<file path="src/rtl/block_operand_stack.sv">
// -----------------------------------------------------------------------------
// block_operand_stack
// Operand stack feeding the ALU ops block. TOS and NOS are held in registers;
// deeper entries live in a synchronous single-port RAM. POP/REPLACE that expose
// a RAM-resident entry refill NOS in one extra (BUSY) cycle.
// Optional feature macro: STACK_PEEK_EN (adds PEEK_IDX / PEEK_OUT).
// -----------------------------------------------------------------------------
module block_operand_stack #(
   parameter int DATA_WIDTH  = 8,
   parameter int ADDR_WIDTH  = 12,
   parameter int ULA_WIDTH   = 24,
   parameter int STACK_DEPTH = 64
) (
   input  logic                  clk,
   input  logic                  rst,
   input  logic                  CMD_VALID,
   input  logic [2:0]            CMD_OP,
   input  logic [ULA_WIDTH-1:0]  DATA_IN,
   input  logic                  CLR_ERR,
`ifdef STACK_PEEK_EN
   input  logic [ADDR_WIDTH-1:0] PEEK_IDX,
   output logic [DATA_WIDTH-1:0] PEEK_OUT,
`endif
   output logic [DATA_WIDTH-1:0] TOS_OUT,
   output logic [DATA_WIDTH-1:0] NOS_OUT,
   output logic [ADDR_WIDTH-1:0] SP_OUT,
   output logic                  EMPTY,
   output logic                  FULL,
   output logic                  BUSY,
   output logic                  ERR_OVERFLOW,
   output logic                  ERR_UNDERFLOW
);

   // RAM only ever holds entries 0 .. STACK_DEPTH-3, so this width is ample.
   localparam int RAM_AW = (STACK_DEPTH > 2) ? $clog2(STACK_DEPTH) : 1;

   localparam logic [ADDR_WIDTH-1:0] ZERO_C  = '0;
   localparam logic [ADDR_WIDTH-1:0] ONE_C   = ADDR_WIDTH'(1);
   localparam logic [ADDR_WIDTH-1:0] TWO_C   = ADDR_WIDTH'(2);
   localparam logic [ADDR_WIDTH-1:0] THREE_C = ADDR_WIDTH'(3);
   localparam logic [ADDR_WIDTH-1:0] DEPTH_C = ADDR_WIDTH'(STACK_DEPTH);

   localparam logic [2:0] OP_PUSH    = 3'b001;
   localparam logic [2:0] OP_POP     = 3'b010;
   localparam logic [2:0] OP_REPLACE = 3'b011;
   localparam logic [2:0] OP_DUP     = 3'b100;
   localparam logic [2:0] OP_SWAP    = 3'b101;

   typedef enum logic {
      ST_IDLE   = 1'b0,
      ST_REFILL = 1'b1
   } state_t;

   state_t                  state_q, state_d;
   logic [DATA_WIDTH-1:0]   tos_q, tos_d;
   logic [DATA_WIDTH-1:0]   nos_q, nos_d;
   logic [ADDR_WIDTH-1:0]   count_q, count_d;
   logic                    ovf_q, ovf_d;
   logic                    unf_q, unf_d;
   logic                    set_ovf, set_unf;
   logic                    refill_start;

   // RAM port signals
   logic [DATA_WIDTH-1:0]   mem [STACK_DEPTH];
   logic [DATA_WIDTH-1:0]   rd_q;
   logic                    ram_we;
   logic [DATA_WIDTH-1:0]   ram_wdata;
   logic [RAM_AW-1:0]       ram_wr_addr;
   logic [RAM_AW-1:0]       ram_rd_addr;
   logic [RAM_AW-1:0]       ram_addr;

   // Only the low DATA_WIDTH bits of an ALU result are stored.
   generate
      if (ULA_WIDTH > DATA_WIDTH) begin : g_ula_trim
         logic unused_ula_bits;
         assign unused_ula_bits = ^DATA_IN[ULA_WIDTH-1:DATA_WIDTH];
      end
   endgenerate

   // Command decode and datapath next-state; commands only act in IDLE.
   always_comb begin
      tos_d        = tos_q;
      nos_d        = nos_q;
      count_d      = count_q;
      set_ovf      = 1'b0;
      set_unf      = 1'b0;
      refill_start = 1'b0;
      ram_we       = 1'b0;
      ram_wdata    = nos_q;
      ram_wr_addr  = RAM_AW'(count_q - TWO_C);
      ram_rd_addr  = RAM_AW'(count_q - THREE_C);

      if (state_q == ST_REFILL) begin
         // Read issued in the accepting cycle is now in the RAM output register.
         nos_d = rd_q;
      end else if (CMD_VALID) begin
         case (CMD_OP)
            OP_PUSH, OP_DUP: begin
               if (count_q == DEPTH_C) begin
                  set_ovf = 1'b1;
               end else begin
                  // Old NOS spills to RAM only when it was a valid entry.
                  ram_we  = (count_q >= TWO_C);
                  nos_d   = tos_q;
                  tos_d   = (CMD_OP == OP_PUSH) ? DATA_IN[DATA_WIDTH-1:0] : tos_q;
                  count_d = count_q + ONE_C;
               end
            end
            OP_POP: begin
               if (count_q == ZERO_C) begin
                  set_unf = 1'b1;
               end else begin
                  tos_d   = nos_q;
                  count_d = count_q - ONE_C;
                  if (count_q >= THREE_C) refill_start = 1'b1;
                  else                    nos_d = '0;
               end
            end
            OP_REPLACE: begin
               if (count_q < TWO_C) begin
                  set_unf = 1'b1;
               end else begin
                  tos_d   = DATA_IN[DATA_WIDTH-1:0];
                  count_d = count_q - ONE_C;
                  if (count_q >= THREE_C) refill_start = 1'b1;
                  else                    nos_d = '0;
               end
            end
            OP_SWAP: begin
               if (count_q < TWO_C) begin
                  set_unf = 1'b1;
               end else begin
                  tos_d = nos_q;
                  nos_d = tos_q;
               end
            end
            default: ;
         endcase
      end
   end

   // Sticky error flags: a new error beats a simultaneous clear.
   always_comb begin
      ovf_d = set_ovf | (ovf_q & ~CLR_ERR);
      unf_d = set_unf | (unf_q & ~CLR_ERR);
   end

   // FSM state register.
   always_ff @(posedge clk) begin
      if (rst) state_q <= ST_IDLE;
      else     state_q <= state_d;
   end

   // FSM next-state: a refill lasts exactly one cycle.
   always_comb begin
      state_d = state_q;
      case (state_q)
         ST_IDLE:   if (refill_start) state_d = ST_REFILL;
         ST_REFILL: state_d = ST_IDLE;
         default:   state_d = ST_IDLE;
      endcase
   end

   // FSM outputs: BUSY is combinational from state.
   always_comb begin
      BUSY = (state_q == ST_REFILL);
   end

   // Datapath and flag registers.
   always_ff @(posedge clk) begin
      if (rst) begin
         tos_q   <= '0;
         nos_q   <= '0;
         count_q <= '0;
         ovf_q   <= 1'b0;
         unf_q   <= 1'b0;
      end else begin
         tos_q   <= tos_d;
         nos_q   <= nos_d;
         count_q <= count_d;
         ovf_q   <= ovf_d;
         unf_q   <= unf_d;
      end
   end

`ifdef STACK_PEEK_EN
   logic [DATA_WIDTH-1:0] peek_q, peek_d;
   logic                  peek_ram_q, peek_ram_d;
   logic                  peek_port_free;
   logic [RAM_AW-1:0]     peek_addr;

   assign peek_port_free = (state_q == ST_IDLE) && !CMD_VALID;
   assign peek_addr      = RAM_AW'(count_q - ONE_C - PEEK_IDX);

   // When a RAM peek was issued last cycle, the RAM output register is the answer.
   assign PEEK_OUT = peek_ram_q ? rd_q : peek_q;

   // Peek selection; RAM-resident entries only when the port is otherwise idle.
   always_comb begin
      peek_d     = PEEK_OUT;
      peek_ram_d = 1'b0;
      if (PEEK_IDX >= count_q)     peek_d = '0;
      else if (PEEK_IDX == ZERO_C) peek_d = tos_q;
      else if (PEEK_IDX == ONE_C)  peek_d = nos_q;
      else if (peek_port_free)     peek_ram_d = 1'b1;
   end

   // Peek output registers.
   always_ff @(posedge clk) begin
      if (rst) begin
         peek_q     <= '0;
         peek_ram_q <= 1'b0;
      end else begin
         peek_q     <= peek_d;
         peek_ram_q <= peek_ram_d;
      end
   end

   // Single RAM address: write, then refill read, then peek read.
   always_comb begin
      if (ram_we)            ram_addr = ram_wr_addr;
      else if (refill_start) ram_addr = ram_rd_addr;
      else                   ram_addr = peek_addr;
   end
`else
   // Single RAM address: write has priority over the refill read.
   always_comb begin
      ram_addr = ram_we ? ram_wr_addr : ram_rd_addr;
   end
`endif

   // Single-port RAM with registered read; contents are never reset.
   always_ff @(posedge clk) begin
      if (ram_we) mem[ram_addr] <= ram_wdata;
      rd_q <= mem[ram_addr];
   end

   assign TOS_OUT       = tos_q;
   assign NOS_OUT       = nos_q;
   assign SP_OUT        = count_q;
   assign EMPTY         = (count_q == ZERO_C);
   assign FULL          = (count_q == DEPTH_C);
   assign ERR_OVERFLOW  = ovf_q;
   assign ERR_UNDERFLOW = unf_q;

endmodule

</file>
<file path="config.mk">
export PLATFORM = sky130hd
export DESIGN_NAME = block_operand_stack
export DESIGN_NICKNAME = d
export VERILOG_FILES = /design/src/rtl/block_operand_stack.sv
export SDC_FILE = /design/constraint.sdc
export NUM_CORES = 1
export LEC_CHECK = 0
export ABC_AREA = 1
export CAP_MARGIN = 10
export CORE_MARGIN = 5
export CORE_UTILIZATION = 40
export CTS_CLUSTER_DIAMETER = 60
export DETAILED_ROUTE_END_ITERATION = 8
export GPL_TIMING_DRIVEN = 0
export HOLD_SLACK_MARGIN = 0.02
export RECOVER_POWER = 25
export SKIP_LAST_GASP = 1
export SYNTH_ARGS = -nofsm -noshare
export SYNTH_HDL_FRONTEND = slang
export SYNTH_SLANG_ARGS = --single-unit
</file>
<file path="constraint.sdc">
create_clock -name clk -period 3.9 [get_ports clk]
set_input_delay 0.78 -clock clk [delete_from_list [all_inputs] [get_ports clk]]
set_output_delay 0.78 -clock clk [all_outputs]
set_load 0.1 [all_outputs]
</file>
Word level (Yosys, flattened, before mapping). Memory sizes are Yosys's and may differ from the RTL's. A register that Yosys moved wholly into a read port is not among the register bits. Cells that the tools add are included.

Bits of input ports: 31. Output and inout port bits: 33. Memories: 1. RAM bits: 512. Register bits after elaboration: 31. Word-level logic and storage cells: 87.

Memory list: mem (words 64, width 8, rd ports 1, clocked after memory_dff 1, wr ports 1, RTL line 64) `logic [DATA_WIDTH-1:0] mem [STACK_DEPTH];`.

Bitwise operators: 6. Reduce and logical (&&, ||, !) cells: 10. Eq/ne operators: 15. Muxes and demuxes: 42. $add $sub $neg: 4. Magnitude comparators: 3.

Operator list (number): $mux 8 (12); $pmux 8 s4 (2); $mux 12 (3); $pmux 12 s3 (1); $ge 12x2->1 const B (2); $mux 1 (20); $add 12x1->12 const B (1); $eq 12x7->1 const B (1); $logic_not 12->1 (1); $lt 12x2->1 const B (1); $ne 3x3->1 const B (4); $reduce_and 6->1 (2); $sub 12x1->12 const B (1); $sub 6x2->6 const B (2); $ne 2x2->1 const B (5); $reduce_and 8->1 (1); $eq 3x2->1 const B (2); $eq 3x3->1 const B (2); $mux 6 (1); $pmux 1 s2 (3); $reduce_bool 5->1 (1); $reduce_bool 4->1 (1); $reduce_or 2->1 (2); $eq 3x1->1 const B (1); other kinds (5) (8).

Longest topological paths before layout. Gate-level depths: netlist (run 1).

Word-level depth: 8. Gate-level depth with buffers: 22. Gate-level depth less buffers: 19.

Worst setup path before layout (run 1). No wires, ideal clock.

Kind: reg2out. Start point: register count_q[0] (netlist: SP_OUT[0]). End point: output port FULL. Data arrival time: 3447 ps. Data required time: 3120 ps. Cell stages (with the launch flop): 6. Path slack: -327 ps. Path through: dfxtp_1 buf_2 clkinv_1 ha_1 nand2_1 nor3_1.

Longest elaborated chain between the ends: 1.

RTL lines: start: declaration (RTL line 57) `logic [ADDR_WIDTH-1:0] count_q, count_d;`; start signal: assignment (RTL line 180) `count_q <= count_d;`; $eq 12x7->1 (RTL line 242) `assign FULL = (count_q == DEPTH_C);`; end: declaration (RTL line 28) `output logic FULL,`.

Every way passes these cells.

Worst setup path after layout (run 1).
Start point: register count_q[0] (netlist: SP_OUT[0]). End point: register rd_q[0], read port of mem.

RTL lines: $sub 6x2->6 (RTL line 91) `ram_rd_addr = RAM_AW'(count_q - THREE_C);`; via ram_rd_addr[0] (RTL line 69) `logic [RAM_AW-1:0] ram_rd_addr;`; $mux 6 (RTL line 228) `ram_addr = ram_we ? ram_wr_addr : ram_rd_addr;`; end: declaration (RTL line 65) `logic [DATA_WIDTH-1:0] rd_q;`.

The timed path passes the listed nets, and every way through them passes these cells. A chain may end at the register's enable or synchronous reset.

==> results.md, run 1 <==
* Sequential share of the synthesized area at 67.2%
* Placed Area at ~26,000 um^2
* Routed vias at 18,493
* Post-cts hold buffer count at 0
* GP Congestion at 0.957
* Worst Tran Pin Value at 0.997 ns
* Gr ovfl total at 0
* Syn Inst Count at between 2,000 and 2,500
* Max clock buf depth at 3
* Critical path's top delay family: simple AND/OR/NAND/NOR gates
* DR vias/cell at 5.34
* Post-Syn Area at 24,000 um^2
* Hold Path Class: register to register
* Crit end category: register
* Pre-CTS setup slack at -1.41 ns
* I/O pin cnt at 64
* Yosys cell types at 32
* Largest net degree at the start of global routing at 68
* CP Cell Sequence: buf_2 > clkinv_2 > ha_1 > nand2_1 > nor2_1 > nand2_1 > nand3_2 > nand2_2 > nand2_2 > buf_2 > buf_2 > nand2_1 > nand2_1 > nand2_1 > nand2_1 > nand2_1 > nand2_1 > nand2_1 > nand2_1 > nor2_1 > nand2_1
* # DRC at 0
* EDFF count, synth at 512
* Share of layout cells above drive strength 1 at 12.2%
* H-tree depth at 2
* MaxCap Viol Count at 0
* Final Net Count at 2,685
* Status: complete, but fails checks
* Placeable Area at 59,200 um^2
* RR Endpoint: rd_q[0]
* Die height at approximately 260 um
* Inserted Clock Buffers at 60
* Critical path buffers and inverters at 4
* R2R depth at 21
* Design Area, Final at 28,800 um^2
* Reg clk slew, reported paths at 0.06 ns
* Hold path cells at 2
* Fmax at 256 MHz
* Critical R2R Launch: SP_OUT[0]
* Port bufs at 46
* Final Setup Violations at 1
* Crit Path Class: register to register
* Initial antenna violation count at 1
* Routed Antenna Nets at 0
* First-iteration detailed-routing DRC count at between 2,000 and 2,500
* VDD IR-drop max at 360 uV
* Final-layout fill cell count at 5,459
* First-pass GRT wire length at 116 mm
* Ys flop type: edfxtp_1
* Clk Latency, worst-skew pair at 0.64 ns
* Pwr dens at 541 nW/um^2
* CP peak stage delay at 0.37 ns
* Vias in the first global route at 17,540
* CP max FO at 10
* Data required, critical path at 4.40 ns
* Crit path time final at 3.91 ns
* Crit-path slowest cell: dfxtp_2
* Synthesis Warnings at 0
* CP arrival at 4.41 ns
* Overall Global Routing Usage at 24.3%
* Violated checks: negative setup slack
* Final Max Slew Viols at 0
* Flop-to-flop setup slack at -0.01 ns
* Final Cycle Share at 100%
* Endpoints failing hold at 0
* Syn_nets at between 2,000 and 3,000
* Ys async rst share at 0%
* Std-Cell Rows at 89
* Drt pass-1 iters at 5
* Crit-path most repeated cell: nand2_1
* Routed length per instance at 23.1 um
* Max transition margin at 33.5%
* Area growth syn-to-layout at 19.7%
* Pleak at 11.8 nW
* Initial Utilization at 40.6%
* Setup ws final at -0.00964 ns
* Die footprint at 65,100 um^2
* CTS Root Cell: clkbuf_16
* DPL Wire Length at 50.9 mm
* Avg Inst Size Synth at 9.72 um^2
* RSZ-0062 raised after global routing: true
* Clock Sinks at 551
* WHS Endpoint: NOS_OUT[6]
* Total Routed Length at 80.2 mm
* Clock Skews at 0.0291 ns
* Die Wd at 255 um
* Hold_sp: rd_q[6]
* Worst Setup Start Kind: register
* Synthesized flop and latch total at 551
* CTS tree: built
worst max path at each step:
stage | startpoint | endpoint | slack (ns) | depth (start not counted)
final | SP_OUT[0] | rd_q[0] | -0.01 | 21
after global routing | SP_OUT[0] | rd_q[0] | -0.11 | 21
after CTS | SP_OUT[0] | mem[55][2] | 0.07 | 16
after detailed placement | CMD_OP[2] | mem[55][2] | -1.41 | 12
after global placement | CMD_OP[2] | mem[54][2] | -1.32 | 12
after floorplan | SP_OUT[1] | mem[0][0] | 0.14 | 14
what timing repair did:
| action | CTS | global route |
|---|---|---|
| setup buffers | 34 | 18 |
| pin swaps | 5 | 22 |
| endpoints found under the setup margin | 521 | 493 |
| hold endpoints to repair | 0 | 0 |
| resized for setup | 153 | 45 |
synth_stat cells, drive strengths merged (5+ instances only):
library cell	number	area share (%)
xnor2	5	0.18
nand3	57	1.2
xor2	10	0.36
dfxtp	39	3.2
nor2	114	1.8
a31oi	18	0.47
nand2	1464	23
inv	47	0.73
ha	15	0.78
buf	72	1.7
nor3	5	0.10
a21oi	26	0.54
o21ai	30	0.66
clkbuf	35	0.55
nand4	14	0.39
edfxtp	512	64
layout by cell type (no fill, tap or decap), types with 20 or more instances in the layout:
cell             netlist  final
clkbuf_1              35     37
o21ai_0               28     26
dfxtp_1               39     31
nor2_4                 0     71
nand2_1             1461   1461
clkdlybuf4s50_1        0     45
edfxtp_1             512    512
buf_12                 0     23
clkbuf_16              0     62
clkinv_1               2     20
nand3_1               56     56
a21oi_1               26     26
nor2_1               109     36
buf_4                  4     42
inv_1                 42     35
buf_2                 60     43
sequential cells by signal (all words and copies together) (netlist names):
name and flops:
ERR_OVERFLOW 1, rd_q 8, mem 512, NOS_OUT 8, SP_OUT 12, ERR_UNDERFLOW 1
BUSY 1, TOS_OUT 8
where the power goes:
part | leakage, nW | internal [mW] | switching [mW]
Combinational | 5.84 | 0.816 | 2.50
Sequential | 5.06 | 6.54 | 0.124
Clock | 0.936 | 3.17 | 2.40
worst reg2reg max path: stages, from the launching register on:
cell and delay [ns]:
dfxtp_2 0.37, buf_2 0.26, clkinv_2 0.23, ha_1 0.26, nand2_1 0.12, nor2_1 0.06
nand2_1 0.16, nand3_2 0.13, nand2_2 0.25, nand2_2 0.22, buf_2 0.25, buf_2 0.28
nand2_1 0.12, nand2_1 0.07, nand2_1 0.06, nand2_1 0.13, nand2_1 0.09, nand2_1 0.07
nand2_1 0.10, nand2_1 0.09, nor2_1 0.31, nand2_1 0.16
logic make-up after synthesis:
kind of cell,Yosys count,share of synthesized area (%)
flops,551,67.2
xor+xnor,15,0.547
fa+ha+maj,16,0.864
simple gates,1655,26.5
compound gates,80,1.86
buf+inv,156,3.06
final cells by class:
class | instances | area, um^2 | area share (%)
multi-input cells | 1766 | 7710 | 26.8
clock buffers | 73 | 1590 | 5.54
diodes | 1 | 2.50 | 0.00870
flip-flops and latches | 551 | 16200 | 56.2
well taps | 773 | 967 | 3.36
repair buffers | 103 | 1180 | 4.10
inverters | 49 | 211 | 0.735
clock inverters | 40 | 327 | 1.14
plain buffers | 107 | 609 | 2.12
metal layers:
metal	routed length, um	vias up	track usage (%)
met2	35100	987	37.2
met3	8140	232	5.31
li1	-	8446	-
met4	4000	0	11.0
met1	32900	8828	33.4
met5	0	-	0
through the flow:
step                      util [%]  TNS (ns)  hold slack, ns  cells  total power, mW
after global routing          48.6     -2.90           0.483   3462             16.0
after detailed placement      43.2   -597.83           0.453   3296             9.75
after global placement        43.0   -569.20           0.456   3292             9.73
after floorplan                  -         0           0.443   2473             8.55
after CTS                     47.9         0           0.463   3443             15.4
final                         48.6  -0.00964           0.457   3463             15.6
Power figures use the tool's default switching activity.
==> run 2, diff against run 1 <==
--- a/config.mk
+++ b/config.mk
@@ -10,6 +10,7 @@
 export CORE_MARGIN = 5
 export CORE_UTILIZATION = 40
 export CTS_CLUSTER_DIAMETER = 60
+export CTS_CLUSTER_SIZE = 16
 export DETAILED_ROUTE_END_ITERATION = 8
 export GPL_TIMING_DRIVEN = 0
 export HOLD_SLACK_MARGIN = 0.02
==> run 2 against run 1 <==
  * The flow finishes with violations (max-capacitance violations, max-slew violations)
  * Sequential share of layout area increased by 1.1 points
  * Combinational power barely moved
  * Sequential cell count did not move
  * Register-to-register slack barely moved
  * Clock skew rose by 0.0079 ns
  * Clock power decreased by 17%
==> results.md, run 2 (synthesis results as in run 1) <==
* Status: complete, but fails checks
* Violated checks: max-capacitance violations, max-slew violations
* H-tree depth at 2
* Area growth syn-to-layout at 17.4%
* Hold Path Class: register to register
* Crit Path Class: register to register
* CP Cell Sequence: buf_2 > clkinv_2 > ha_1 > nand2_1 > nor2_1 > nand2_1 > nand3_2 > buf_6 > o21ai_0 > o21ai_1 > inv_1 > nand2_1 > nor2_2 > clkinvlp_4 > buf_4 > nor2_4
* First-pass GRT wire length at 115 mm
* Total Routed Length at 79.6 mm
* Crit-path slowest cell: nor2_2
* CP peak stage delay at 0.49 ns
* First-iteration detailed-routing DRC count at 2,138
* Crit-path most repeated cell: nand2_1
* RSZ-0062 raised after global routing: true
* Clk Latency, worst-skew pair at 0.61 ns
* Routed length per instance at 23.2 um
* Fmax at 257 MHz
* Setup ws final at 0.00248 ns
* FF+latch area at 16,200 um^2
* Port bufs at 46
* CTS tree: built
* Std-Cell Rows at 89
* Most frequent cells in the layout: 1,461 x nand2_1, 512 x edfxtp_1, 70 x nor2_4
* Ant diodes at 0
* I/O pin cnt at 64
* Drt pass-1 iters at 5
* Final Setup Violations at 0
* Most common cell after layout, fill and taps aside: nand2_1
* Worst Tran Pin Value at 1.93 ns
* Endpoints failing hold at 0
* Largest net degree at the start of global routing at 68
* # DRC at 0
* Final-layout fill cell count at 5,509
* Pleak at between 10 and 15 nW
* Final hold slack at 0.457 ns
* Crit end category: register
* Initial Utilization at between 40% and 50%
* Max reg flops at 512
* Gr ovfl total at 0
* CP max FO at 10
* Die Wd at 255 um
* GP Congestion at 0.957
* VDD IR-drop max at around 350 uV
* Initial antenna violation count at 0
* Largest Register: mem
* DR vias/cell at 5.32
* Max clock buf depth at 3
* Pre-CTS setup slack at -1.41 ns
* CP arrival at roughly 4.2 ns
* Reg clk slew, reported paths at approximately 0.07 ns
* Clock Sinks at 551
* Data required, critical path at 4.17 ns
* Share of layout cells above drive strength 1 at 11.9%
* CTS Root Cell: clkbuf_16
* Crit path time final at 3.90 ns
* Routed Antenna Nets at 0
* Worst Setup Start Kind: register
* Die height at 255 um
* DPL Wire Length at 50.9 mm
* Routed vias at ~18,000
* Max transition margin at -28.7%
* Overall Global Routing Usage at 24.2%
* Final Cycle Share at 99.9%
* Final Max Slew Viols at 39
* Pwr dens at 517 nW/um^2
* Inserted Clock Buffers at 46
* MaxCap Viol Count at 1
* Die footprint at 65,100 um^2
* Footprint of the multi-input gates at roughly 7700 um^2
* Placeable Area at 59,200 um^2
* Clock Skews at 0.0369 ns
* Final Net Count at ~2,700
* Vias in the first global route at 17,296
-- run 2: changes by cell type in the layout (fill, tap and decap cells not counted), moves of 6 or more --
cell | previous run | this run
clkinv_1 | 20 | 2
clkbuf_16 | 62 | 48
buf_4 | 42 | 50
buf_12 | 23 | 17
clkbuf_1 | 37 | 30
-- run 2: report_power, final --
group	switching [mW]	total (mW)	internal [mW]	leakage (nW)
clock	2.21	4.61	2.40	0.698
combinational	2.48	3.31	0.822	5.85
sequential	0.123	6.66	6.54	5.06
total	4.82	14.6	9.76	11.6
-- run 2: per-stage QoR --
| stage | std cells | power, mW | utilization (%) | TNS, ns | area, um^2 |
|---|---|---|---|---|---|
| finish | 3425 | 14.6 | 47.6 | 0 | 28200 |
| global route | 3425 | 15.1 | 47.6 | -9.46 | 28200 |
| CTS | 3404 | 14.4 | 47.0 | -1.73 | 27900 |
| detailed placement | 3296 | 9.75 | 43.2 | -597.83 | 25600 |
| global placement | 3292 | 9.73 | 43.0 | -569.20 | 25500 |
| floorplan | 2473 | 8.55 | - | 0 | 24000 |
-- run 2: layout make-up --
| cell class | instances | area share, % |
|---|---|---|
| sequential | 551 | 57.3 |
| multi-input combinational | 1766 | 27.3 |
| clock buffer | 59 | 4.51 |
| timing repair buffer | 105 | 3.95 |
| tap | 773 | 3.43 |
| buffer | 107 | 2.19 |
| inverter | 49 | 0.749 |
| clock inverter | 15 | 0.537 |
-- run 2: layer usage --
metal	vias to the layer above	share of wire [%]	global-route usage (%)
met4	0	4.4	10.1
met1	8727	41	33.8
met5	-	0	0
met3	190	9.8	4.59
li1	8391	-	-
met2	929	44	37.4
-- run 2: final timing paths --
| kind | cells past startpoint | slack, ns | end | start |
|---|---|---|---|---|
| max reg2reg | 16 | 0.002 | mem[59][4] | SP_OUT[0] |
| max | 16 | 0.002 | mem[59][4] | SP_OUT[0] |
| min reg2reg | 2 | 0.46 | NOS_OUT[6] | rd_q[6] |
| min | 2 | 0.46 | NOS_OUT[6] | rd_q[6] |
-- run 2: repair_timing --
action	in CTS	in global routing
hold buffers	0	0
pin swaps	7	17
gates resized for setup	153	54
endpoints found under the setup margin	521	508
setup buffers	34	20
-- run 2: worst max-delay path: cells and delay by family, from the launching register on --
family	cells	cell delay (ns)
simple gates	7	1.35
flops	1	0.38
buf+inv	6	1.31
fa+ha+maj	1	0.25
compound gates	2	0.26
